--- src/rtl/mem_bist_pkg.sv ---
// Shared definitions for the RAM self-test sequencer:
// FSM encoding, pattern select codes and the data pattern generator.
package mem_bist_pkg;

    typedef enum logic [2:0] {
        ST_IDLE  = 3'd0,
        ST_WRITE = 3'd1,
        ST_READ  = 3'd2,
        ST_DRAIN = 3'd3,
        ST_DONE  = 3'd4
    } state_t;

    localparam logic [1:0] PAT_ADDR  = 2'd0;
    localparam logic [1:0] PAT_NADDR = 2'd1;
    localparam logic [1:0] PAT_CHECK = 2'd2;
    localparam logic [1:0] PAT_ONES  = 2'd3;

    // Wide enough for any supported RAM; callers size-cast the result down.
    localparam int PAT_W = 128;

    function automatic logic [PAT_W-1:0] pat(
        input logic [1:0]       sel,
        input logic [PAT_W-1:0] addr
    );
        logic [PAT_W-1:0] v;
        unique case (sel)
            PAT_ADDR:  v = addr;
            PAT_NADDR: v = ~addr;
            PAT_CHECK: v = addr[0] ? {(PAT_W/2){2'b10}}
                                   : {(PAT_W/2){2'b01}};
            default:   v = '1;
        endcase
        return v;
    endfunction

endpackage

--- src/rtl/mem_bist_rdpipe.sv ---
// Read-tracking shift pipe: carries {valid, addr} alongside the RAM
// read latency so the compare sees the address that produced ram_dout.
module mem_bist_rdpipe #(
    parameter int RD_LAT = 1,
    parameter int ADDR_W = 10
) (
    input  logic              clk,
    input  logic              rst,
    input  logic              i_push,
    input  logic [ADDR_W-1:0] i_addr,
    output logic              o_vld,
    output logic [ADDR_W-1:0] o_addr,
    output logic              o_busy
);

    logic [RD_LAT-1:0] r_vld;
    logic [ADDR_W-1:0] r_addr [RD_LAT];

    always_ff @(posedge clk) begin
        if (!rst) begin
            r_vld <= '0;
            for (int i = 0; i < RD_LAT; i++) begin
                r_addr[i] <= '0;
            end
        end else begin
            r_vld[0]  <= i_push;
            r_addr[0] <= i_addr;
            for (int i = 1; i < RD_LAT; i++) begin
                r_vld[i]  <= r_vld[i-1];
                r_addr[i] <= r_addr[i-1];
            end
        end
    end

    assign o_vld  = r_vld[RD_LAT-1];
    assign o_addr = r_addr[RD_LAT-1];
    assign o_busy = |r_vld;

endmodule

--- src/rtl/mem_bist_ctrl.sv ---
// BIST sequencer: writes a pattern to every RAM word, reads it back,
// and reports pass/fail, saturating error count and first bad address.
module mem_bist_ctrl #(
    parameter int ADDR_W = 10,
    parameter int DATA_W = 32,
    parameter int RD_LAT = 1,
    parameter int ERR_W  = 16
) (
    input  logic              clk,
    input  logic              rst,
    input  logic              start,
    input  logic [1:0]        pattern_sel,
    output logic              busy,
    output logic              done,
    output logic              pass,
    output logic [ERR_W-1:0]  err_count,
    output logic [ADDR_W-1:0] first_err_addr,
    output logic [ADDR_W-1:0] ram_addr,
    output logic [DATA_W-1:0] ram_din,
    output logic              ram_we,
    input  logic [DATA_W-1:0] ram_dout
);

    import mem_bist_pkg::*;

    localparam logic [ADDR_W-1:0] LAST_ADDR = '1;

    state_t            r_state;
    state_t            w_state_nxt;
    logic [1:0]        r_sel;
    logic [ADDR_W-1:0] r_addr;
    logic [DATA_W-1:0] r_din;
    logic              r_we;
    logic              r_busy;
    logic              r_done;
    logic              r_pass;
    logic [ERR_W-1:0]  r_err;
    logic [ADDR_W-1:0] r_first;

    logic              w_accept;
    logic              w_last;
    logic [1:0]        w_sel_nxt;
    logic [ADDR_W-1:0] w_addr_nxt;
    logic [DATA_W-1:0] w_din_nxt;
    logic              w_we_nxt;
    logic              w_busy_nxt;
    logic              w_done_nxt;
    logic              w_pass_nxt;
    logic              w_pipe_vld;
    logic [ADDR_W-1:0] w_pipe_addr;
    logic              w_pipe_busy;
    logic [DATA_W-1:0] w_exp;
    logic              w_mis;

    assign w_accept  = (r_state == ST_IDLE) && start;
    assign w_last    = (r_addr == LAST_ADDR);
    assign w_sel_nxt = w_accept ? pattern_sel : r_sel;

    // Pushed from the registered address, so the pipe tail lines up
    // with the cycle in which the RAM presents that word.
    mem_bist_rdpipe #(
        .RD_LAT (RD_LAT),
        .ADDR_W (ADDR_W)
    ) u_rdpipe (
        .clk    (clk),
        .rst    (rst),
        .i_push (r_state == ST_READ),
        .i_addr (r_addr),
        .o_vld  (w_pipe_vld),
        .o_addr (w_pipe_addr),
        .o_busy (w_pipe_busy)
    );

    assign w_exp = DATA_W'(pat(r_sel, PAT_W'(w_pipe_addr)));
    assign w_mis = w_pipe_vld && (ram_dout != w_exp);

    always_ff @(posedge clk) begin
        if (!rst) begin
            r_state <= ST_IDLE;
        end else begin
            r_state <= w_state_nxt;
        end
    end

    always_comb begin
        w_state_nxt = r_state;
        unique case (r_state)
            ST_IDLE:  if (start) w_state_nxt = ST_WRITE;
            ST_WRITE: if (w_last) w_state_nxt = ST_READ;
            ST_READ:  if (w_last) w_state_nxt = ST_DRAIN;
            ST_DRAIN: if (!w_pipe_busy) w_state_nxt = ST_DONE;
            ST_DONE:  w_state_nxt = ST_IDLE;
            default:  w_state_nxt = ST_IDLE;
        endcase
    end

    always_comb begin
        w_addr_nxt = '0;
        if (r_state == ST_WRITE || r_state == ST_READ) begin
            w_addr_nxt = r_addr + ADDR_W'(1);
        end
        w_we_nxt   = (w_state_nxt == ST_WRITE);
        w_din_nxt  = '0;
        if (w_we_nxt) begin
            w_din_nxt = DATA_W'(pat(w_sel_nxt, PAT_W'(w_addr_nxt)));
        end
        w_done_nxt = (w_state_nxt == ST_DONE);
        w_busy_nxt = r_busy;
        w_pass_nxt = r_pass;
        if (w_accept) begin
            w_busy_nxt = 1'b1;
            w_pass_nxt = 1'b0;
        end else if (w_done_nxt) begin
            w_busy_nxt = 1'b0;
            w_pass_nxt = (r_err == '0);
        end
    end

    always_ff @(posedge clk) begin
        if (!rst) begin
            r_sel   <= '0;
            r_addr  <= '0;
            r_din   <= '0;
            r_we    <= 1'b0;
            r_busy  <= 1'b0;
            r_done  <= 1'b0;
            r_pass  <= 1'b0;
            r_err   <= '0;
            r_first <= '0;
        end else begin
            r_sel  <= w_sel_nxt;
            r_addr <= w_addr_nxt;
            r_din  <= w_din_nxt;
            r_we   <= w_we_nxt;
            r_busy <= w_busy_nxt;
            r_done <= w_done_nxt;
            r_pass <= w_pass_nxt;
            if (w_accept) begin
                r_err   <= '0;
                r_first <= '0;
            end else if (w_mis) begin
                if (r_err != '1) r_err <= r_err + ERR_W'(1);
                if (r_err == '0) r_first <= w_pipe_addr;
            end
        end
    end

    assign busy           = r_busy;
    assign done           = r_done;
    assign pass           = r_pass;
    assign err_count      = r_err;
    assign first_err_addr = r_first;
    assign ram_addr       = r_addr;
    assign ram_din        = r_din;
    assign ram_we         = r_we;

endmodule

--- config.mk ---
export PLATFORM = sky130hd
export DESIGN_NAME = mem_bist_ctrl
export DESIGN_NICKNAME = d
export VERILOG_FILES = /design/src/rtl/mem_bist_pkg.sv /design/src/rtl/mem_bist_rdpipe.sv /design/src/rtl/mem_bist_ctrl.sv
export SDC_FILE = /design/constraint.sdc
export NUM_CORES = 1
export LEC_CHECK = 0
export BUFFER_PORTS_ARGS = -buffer_cell sky130_fd_sc_hd__buf_2
export CORE_MARGIN = 1.5
export CORE_UTILIZATION = 52
export CTS_CLUSTER_SIZE = 28
export DETAILED_ROUTE_END_ITERATION = 6
export PLACE_DENSITY = 0.8
export SLEW_MARGIN = 20
export SYNTH_ARGS = -nofsm -noshare
export SYNTH_HDL_FRONTEND = slang
export SYNTH_SLANG_ARGS = --single-unit
--- constraint.sdc ---
create_clock -name clk -period 3.3 [get_ports clk]
set_input_delay 0.33 -clock clk [delete_from_list [all_inputs] [get_ports clk]]
set_output_delay 0.33 -clock clk [all_outputs]
set_load 0.1 [all_outputs]
Word-level counts from Yosys, hierarchy flattened:

Memory sizes are Yosys's and may differ from the RTL's.
Cells that the tools add are included.

* register bits after elaboration: 78
* RAM bits: 10
* bits of input ports: 37
* output and inout bits: 72
* logic and storage cells: 59
* memories: 1

* add/subtract/negate cells: 2
* eq/ne operators: 12
* multiplexer cells: 17
* bitwise logic cells: 3
* reduce and logical (&&, ||, !) cells: 13

Memories
* u_rdpipe.r_addr: words 1, width 10, read ports 1, clocked after Yosys merged registers in 0, write ports 1, line mem_bist_rdpipe.sv:17 `logic [ADDR_W-1:0] r_addr [RD_LAT];`

Operators with widths (number)
* one-hot mux 32 bit (3 select lines): 2
* 2-to-1 mux 32 bit: 2
* inverter 10 -> 32 bit: 2
* != test 32 bit: 1
* 2-to-1 mux 10 bit: 2
* adder 16 x 1 -> 16 bit, second input constant: 1
* zero test 16 bit: 1
* != test 16 bit, second input constant: 1
* 2-to-1 mux 3 bit: 4
* one-hot mux 3 bit (4 select lines): 1
* adder 10 x 1 -> 10 bit, second input constant: 1
* == test 10 bit, second input constant: 1
* OR reduction 10 bit: 1
* == test 3 x 1 -> 1 bit, second input constant: 2
* == test 3 x 2 -> 1 bit, second input constant: 2
* AND reduction 2 bit: 3
* 2-to-1 mux 1 bit: 5
* == test 2 x 1 -> 1 bit, second input constant: 2
* == test 2 bit, second input constant: 2
* zero test 2 bit: 2
* == test 3 bit, second input constant: 1
* zero test 3 bit: 1
* logical AND 1 bit: 2
* 2-to-1 mux 2 bit: 1
* 4 further kinds: 4

Depth between registers and ports, before layout:

* depth in word-level cells: 6
* mapped depth: 11
* depth with buffers taken out: 9

Cells and area by module:

From an unflattened synthesis, not the netlist that was laid out.

* cell total of the unflattened synthesis: 456
* area, all modules: 3698.5 um2

By module, submodules not included
* mem_bist_ctrl: times used 1, cells each 432, area an instance 3390.8 um2, seq. area each 1141.1 um2
* mem_bist_rdpipe: times used 1, cells each 24, area an instance 307.8 um2, seq. area each 220.2 um2

Worst setup path after synthesis:

Ideal clock, no wire load.

* path kind: register to register
* from: register r_addr[0], in the netlist ram_addr[0]
* to: register r_din[2], in the netlist ram_din[2]
* library setup time: 132 ps
* arrival time: 2457 ps
* required time: 3168 ps
* path slack: 712 ps
* stages on the path, launching flop included: 9
* buffers on the path: 1
* period minus slack after synthesis: 2588 ps
* path through: dfxtp_1 -> ha_1 -> nand3_1 -> nor3_1 -> nand2_1 -> o21ai_0 -> or3_1 -> clkbuf_1 -> nor3_1

* cells in the longest elaborated chain, start to end: 5
* elaborated cells between the ends (all ways): 11
* those cells by class: add/sub (1); eq/ne (2); mux (6); bitwise (1); reduce/logical (1)

RTL lines
* start: declaration: line mem_bist_ctrl.sv:31 `logic [ADDR_W-1:0] r_addr;`
* start signal: assignment: line mem_bist_ctrl.sv:132 `r_addr <= w_addr_nxt;`
* branches (longest 5 deep; another with adder 10 x 1 -> 10 bit)
* end signal: assignment: line mem_bist_ctrl.sv:133 `r_din <= w_din_nxt;`
* end: declaration: line mem_bist_ctrl.sv:32 `logic [DATA_W-1:0] r_din;`

Several ways; the timed one is not identified.
A chain may end at the register's enable or synchronous reset.

Final worst setup path:

* from: register r_sel[1]
* to: register r_first[6], in the netlist first_err_addr[6]

* cells in the longest elaborated chain, start to end: 5
* elaborated cells between the ends (all ways): 7
* those cells by class: eq/ne (3); mux (1); reduce/logical (3)

RTL lines
* start: declaration: line mem_bist_ctrl.sv:30 `logic [1:0] r_sel;`
* start signal: assignment: line mem_bist_ctrl.sv:131 `r_sel <= w_sel_nxt;`
* == test 2 bit, or another cell as far along: line mem_bist_pkg.sv:26 `unique case (sel)`
* one-hot mux 32 bit (3 select lines) (*): line mem_bist_pkg.sv:26
* != test 32 bit (*): line mem_bist_ctrl.sv:75 `assign w_mis = w_pipe_vld && (ram_dout != w_exp);`
* logical AND 1 bit (*): line mem_bist_ctrl.sv:75
* AND reduction 2 bit (no line) (*)
* end signal: assignment: line mem_bist_ctrl.sv:143 `if (r_err == '0) r_first <= w_pipe_addr;`
* end: declaration: line mem_bist_ctrl.sv:38 `logic [ADDR_W-1:0] r_first;`

Mark *: on every way between the ends. The rest lies on a longest branch, timed or not.

==> impl_metrics.sql <==
INSERT INTO impl_metrics (metric_group, metric, value, unit) VALUES
('timing', 'finalHoldViolations', '0', ''),
('logic_synthesis', 'postSynth.topFlopCell', 'sky130_fd_sc_hd__dfxtp_1', ''),
('worst_setup_path', 'crit_fanout', '32', ''),
('global_routing', 'gr-total-overflow', '0', ''),
('final_layout', 'antenna_cells_inserted', '0', ''),
('logic_synthesis', 'syn-cell-area', '3640', 'um2'),
('clock_network', 'cts_setup_buffers', '0', ''),
('worst_setup_path', 'timing.reg2reg.setup_slack', '520', 'ps'),
('logic_synthesis', 'synth.ff_latch_count', '68', ''),
('clock_network', 'clock_tree.root_cell', 'sky130_fd_sc_hd__clkbuf_8', ''),
('clock_network', 'cts.hold.buffers_added', '0', ''),
('outcome', 'status', 'complete, no violations', ''),
('worst_setup_path', 'worst-path-buf-inv', '1', ''),
('clock_network', 'clock_path_buffers', '2', ''),
('route', 'antenna_violating_nets_post_route', '0', ''),
('final_layout', 'drive_gt1_frac', '0.255', ''),
('floorplanning', 'die_width', '86.7', 'um'),
('worst_setup_path', 'critical_path.slowest_cell', 'sky130_fd_sc_hd__dfxtp_1', ''),
('min_path', 'hold_class', 'primary input to flip-flop', ''),
('logic_synthesis', 'post_synth.cell_area_avg', '8.12', 'um2'),
('worst_setup_path', 'worstSetupStartpointType', 'flip-flop', ''),
('logic_synthesis', 'syn_nets', '489', ''),
('route', 'via_count', '3566', ''),
('power', 'worst_ir_drop_vdd', '331', 'uV'),
('worst_setup_path', 'criticalPathCategory', 'flip-flop to flip-flop', ''),
('timing', 'timing.final.crit_share', '0.842', ''),
('logic_synthesis', 'synth.most_common_cell', 'sky130_fd_sc_hd__dfxtp_1', ''),
('floorplanning', 'coreArea', '6790', 'um2'),
('clock_network', 'htree_num_levels', '3', ''),
('global_routing', 'grt_max_degree', '33', ''),
('clock_network', 'cts_resized', '0', ''),
('logic_synthesis', 'async_flop_share', '0', ''),
('route', 'routed_via_density', '5.66', ''),
('final_layout', 'num-fill-cells', '601', ''),
('placement', 'total_instance_count_after_detailed_placement', '615', ''),
('worst_setup_path', 'end_of_the_worst_register_to_register_path', 'first_err_addr[6]$_SDFFE_PP0P_', ''),
('logic_synthesis', 'post_synthesis_sequential_area_ratio', '0.373', ''),
('worst_setup_path', 'critical_path.cell_chain', 'a21oi_2 -> o32a_1 -> or4_4 -> nor4_4 -> buf_4 -> nor2_4 -> mux2i_1', ''),
('placement', 'final_weighted_congestion_in_routability_driven_placement', '0.849', ''),
('global_routing', 'number_of_global_route_vias_before_repair', '3185', ''),
('logic_synthesis', 'yosys_warnings', '0', ''),
('power', 'power.leakage', '1.80', 'nW'),
('clock_network', 'worst_skew_pair.late_latency', '340', 'ps'),
('route', 'drt_iter0_markers', '309', ''),
('route', 'drt_drc_violations_left', '0', ''),
('final_layout', 'nets', '570', ''),
('logic_synthesis', 'synthDistinctLibCells', '51', ''),
('worst_setup_path', 'worstPathRequired', '3510', 'ps'),
('timing', 'grt_setup_unrepaired', 'false', ''),
('global_routing', 'antenna_violations_before_repair', '0', ''),
('worst_setup_path', 'timing.critical_path.to_type', 'flip-flop', ''),
('timing', 'fmaxAchievable', '360', 'MHz'),
('logic_synthesis', 'netlist.top_cell.by_area', 'sky130_fd_sc_hd__dfxtp_1', ''),
('timing', 'finalCriticalPeriod', '2780', 'ps'),
('worst_setup_path', 'critical_path_depth', '7', ''),
('logic_synthesis', 'synthCells', '449', ''),
('timing', 'fin_tns_setup', '0', 'ps'),
('power', 'power.total', '1.86', 'mW'),
('job', 'maxCapViolations', '0', ''),
('floorplanning', 'initial_utilization', '0.536', ''),
('clock_network', 'cts.clk_slew.worst_paths', '70', 'ps'),
('route', 'drt-pass1-iter-count', '6', ''),
('timing', 'worstMarginPinSlew', '837', 'ps'),
('placement', 'hpwl', '6450', 'um'),
('floorplanning', 'design.portCount', '109', ''),
('timing', 'setup_viol_count_final', '0', ''),
('clock_network', 'cts_tree', 'built', ''),
('floorplanning', 'fp.dieH', '86.7', 'um'),
('timing', 'timing.slew.headroom', '0.440', ''),
('floorplanning', 'core.rowCount', '30', ''),
('global_routing', 'wire_length_of_the_first_global_routing_pass', '14800', 'um');
==> cell type report <==
type                            instances  share of cell area
Multi-Input combinational cell        326               0.466
Clock buffer                           10              0.0324
Sequential cell                        68               0.320
Tap cell                               96              0.0283
Clock inverter                          5             0.00677
Timing Repair Buffer                  113               0.136
Inverter                               12              0.0106
==> layer usage <==
layer | routed length, um | vias to the layer above | global-route usage
met5 | 0 | - | 0
met4 | 141 | 0 | 0.0792
met3 | 539 | 18 | 0.0533
met2 | 4240 | 152 | 0.388
met1 | 4060 | 1636 | 0.334
li1 | - | 1760 | -
==> cells in the final DEF (no fill, tap or decap), types with 6 or more instances in the layout <==
cell type | synthesis | layout
sky130_fd_sc_hd__xnor2_1 | 7 | 7
sky130_fd_sc_hd__nand4_1 | 16 | 16
sky130_fd_sc_hd__or4_1 | 6 | 6
sky130_fd_sc_hd__and2_1 | 21 | 21
sky130_fd_sc_hd__nor2_1 | 35 | 35
sky130_fd_sc_hd__a22oi_1 | 7 | 7
sky130_fd_sc_hd__o31ai_1 | 6 | 6
sky130_fd_sc_hd__nand3_1 | 11 | 11
sky130_fd_sc_hd__buf_2 | 3 | 108
sky130_fd_sc_hd__nand2b_1 | 7 | 7
sky130_fd_sc_hd__and3_1 | 7 | 7
sky130_fd_sc_hd__or3_1 | 15 | 15
sky130_fd_sc_hd__dfxtp_1 | 68 | 68
sky130_fd_sc_hd__a21oi_1 | 37 | 37
sky130_fd_sc_hd__clkbuf_8 | 0 | 10
sky130_fd_sc_hd__inv_1 | 12 | 12
sky130_fd_sc_hd__nor3_1 | 9 | 9
sky130_fd_sc_hd__nor4b_1 | 6 | 6
sky130_fd_sc_hd__o21ai_0 | 26 | 26
sky130_fd_sc_hd__nand2_1 | 42 | 42
sky130_fd_sc_hd__mux2i_1 | 15 | 15
==> power breakdown <==
group / leakage (nW) / internal (mW) / switching (mW)
combinational: 1.15 / 0.0817 / 0.325
clock: 0.0917 / 0.285 / 0.313
sequential: 0.551 / 0.837 / 0.0175
==> how the worst min path moves through the flow <==
stage                                      from                        endpoint  slack [ps]  cells past startpoint
2_1_floorplan  u_rdpipe.r_addr[0][6]$_SDFF_PN0_  first_err_addr[6]$_SDFFE_PP0P_         460                      2
3_3_place_gp     first_err_addr[4]$_SDFFE_PP0P_  first_err_addr[4]$_SDFFE_PP0P_         440                      2
3_5_place_dp     first_err_addr[4]$_SDFFE_PP0P_  first_err_addr[4]$_SDFFE_PP0P_         450                      2
4_1_cts                          pattern_sel[0]          ram_din[30]$_SDFF_PN0_         410                      3
5_1_grt                                     rst               busy$_SDFFE_PN0P_         430                      2
6_report                                    rst               busy$_SDFFE_PN0P_         420                      2
==> registers in the layout (all words and copies together) (netlist names), 2 cells and up <==
register	flops
ram_addr	10
first_err_addr	10
r_sel	2
err_count	16
r_state	3
ram_din	12
u_rdpipe.r_addr	10
==> stage by stage <==
step | hold slack (ps) | utilization | instance area [um2] | setup slack [ps]
2_1_floorplan | 457 | - | 3640 | 712
3_5_place_dp | 450 | 0.601 | 4080 | 540
4_1_cts | 411 | 0.625 | 4250 | 520
6_report | 419 | 0.625 | 4250 | 523
3_3_place_gp | 441 | 0.601 | 4080 | 638
5_1_grt | 428 | 0.625 | 4250 | 301
==> cell families after synthesis <==
family | after synthesis | share of synthesized area
buffers and inverters | 55 | 0.0838
xor gates and xnor gates | 11 | 0.0264
adders and majority gates | 3 | 0.0103
and+or+nand+nor | 195 | 0.294
muxes | 17 | 0.0474
DFF | 68 | 0.373
AOI/OAI and AO/OA | 100 | 0.164
No activity file was read; power rests on OpenSTA's default activity.
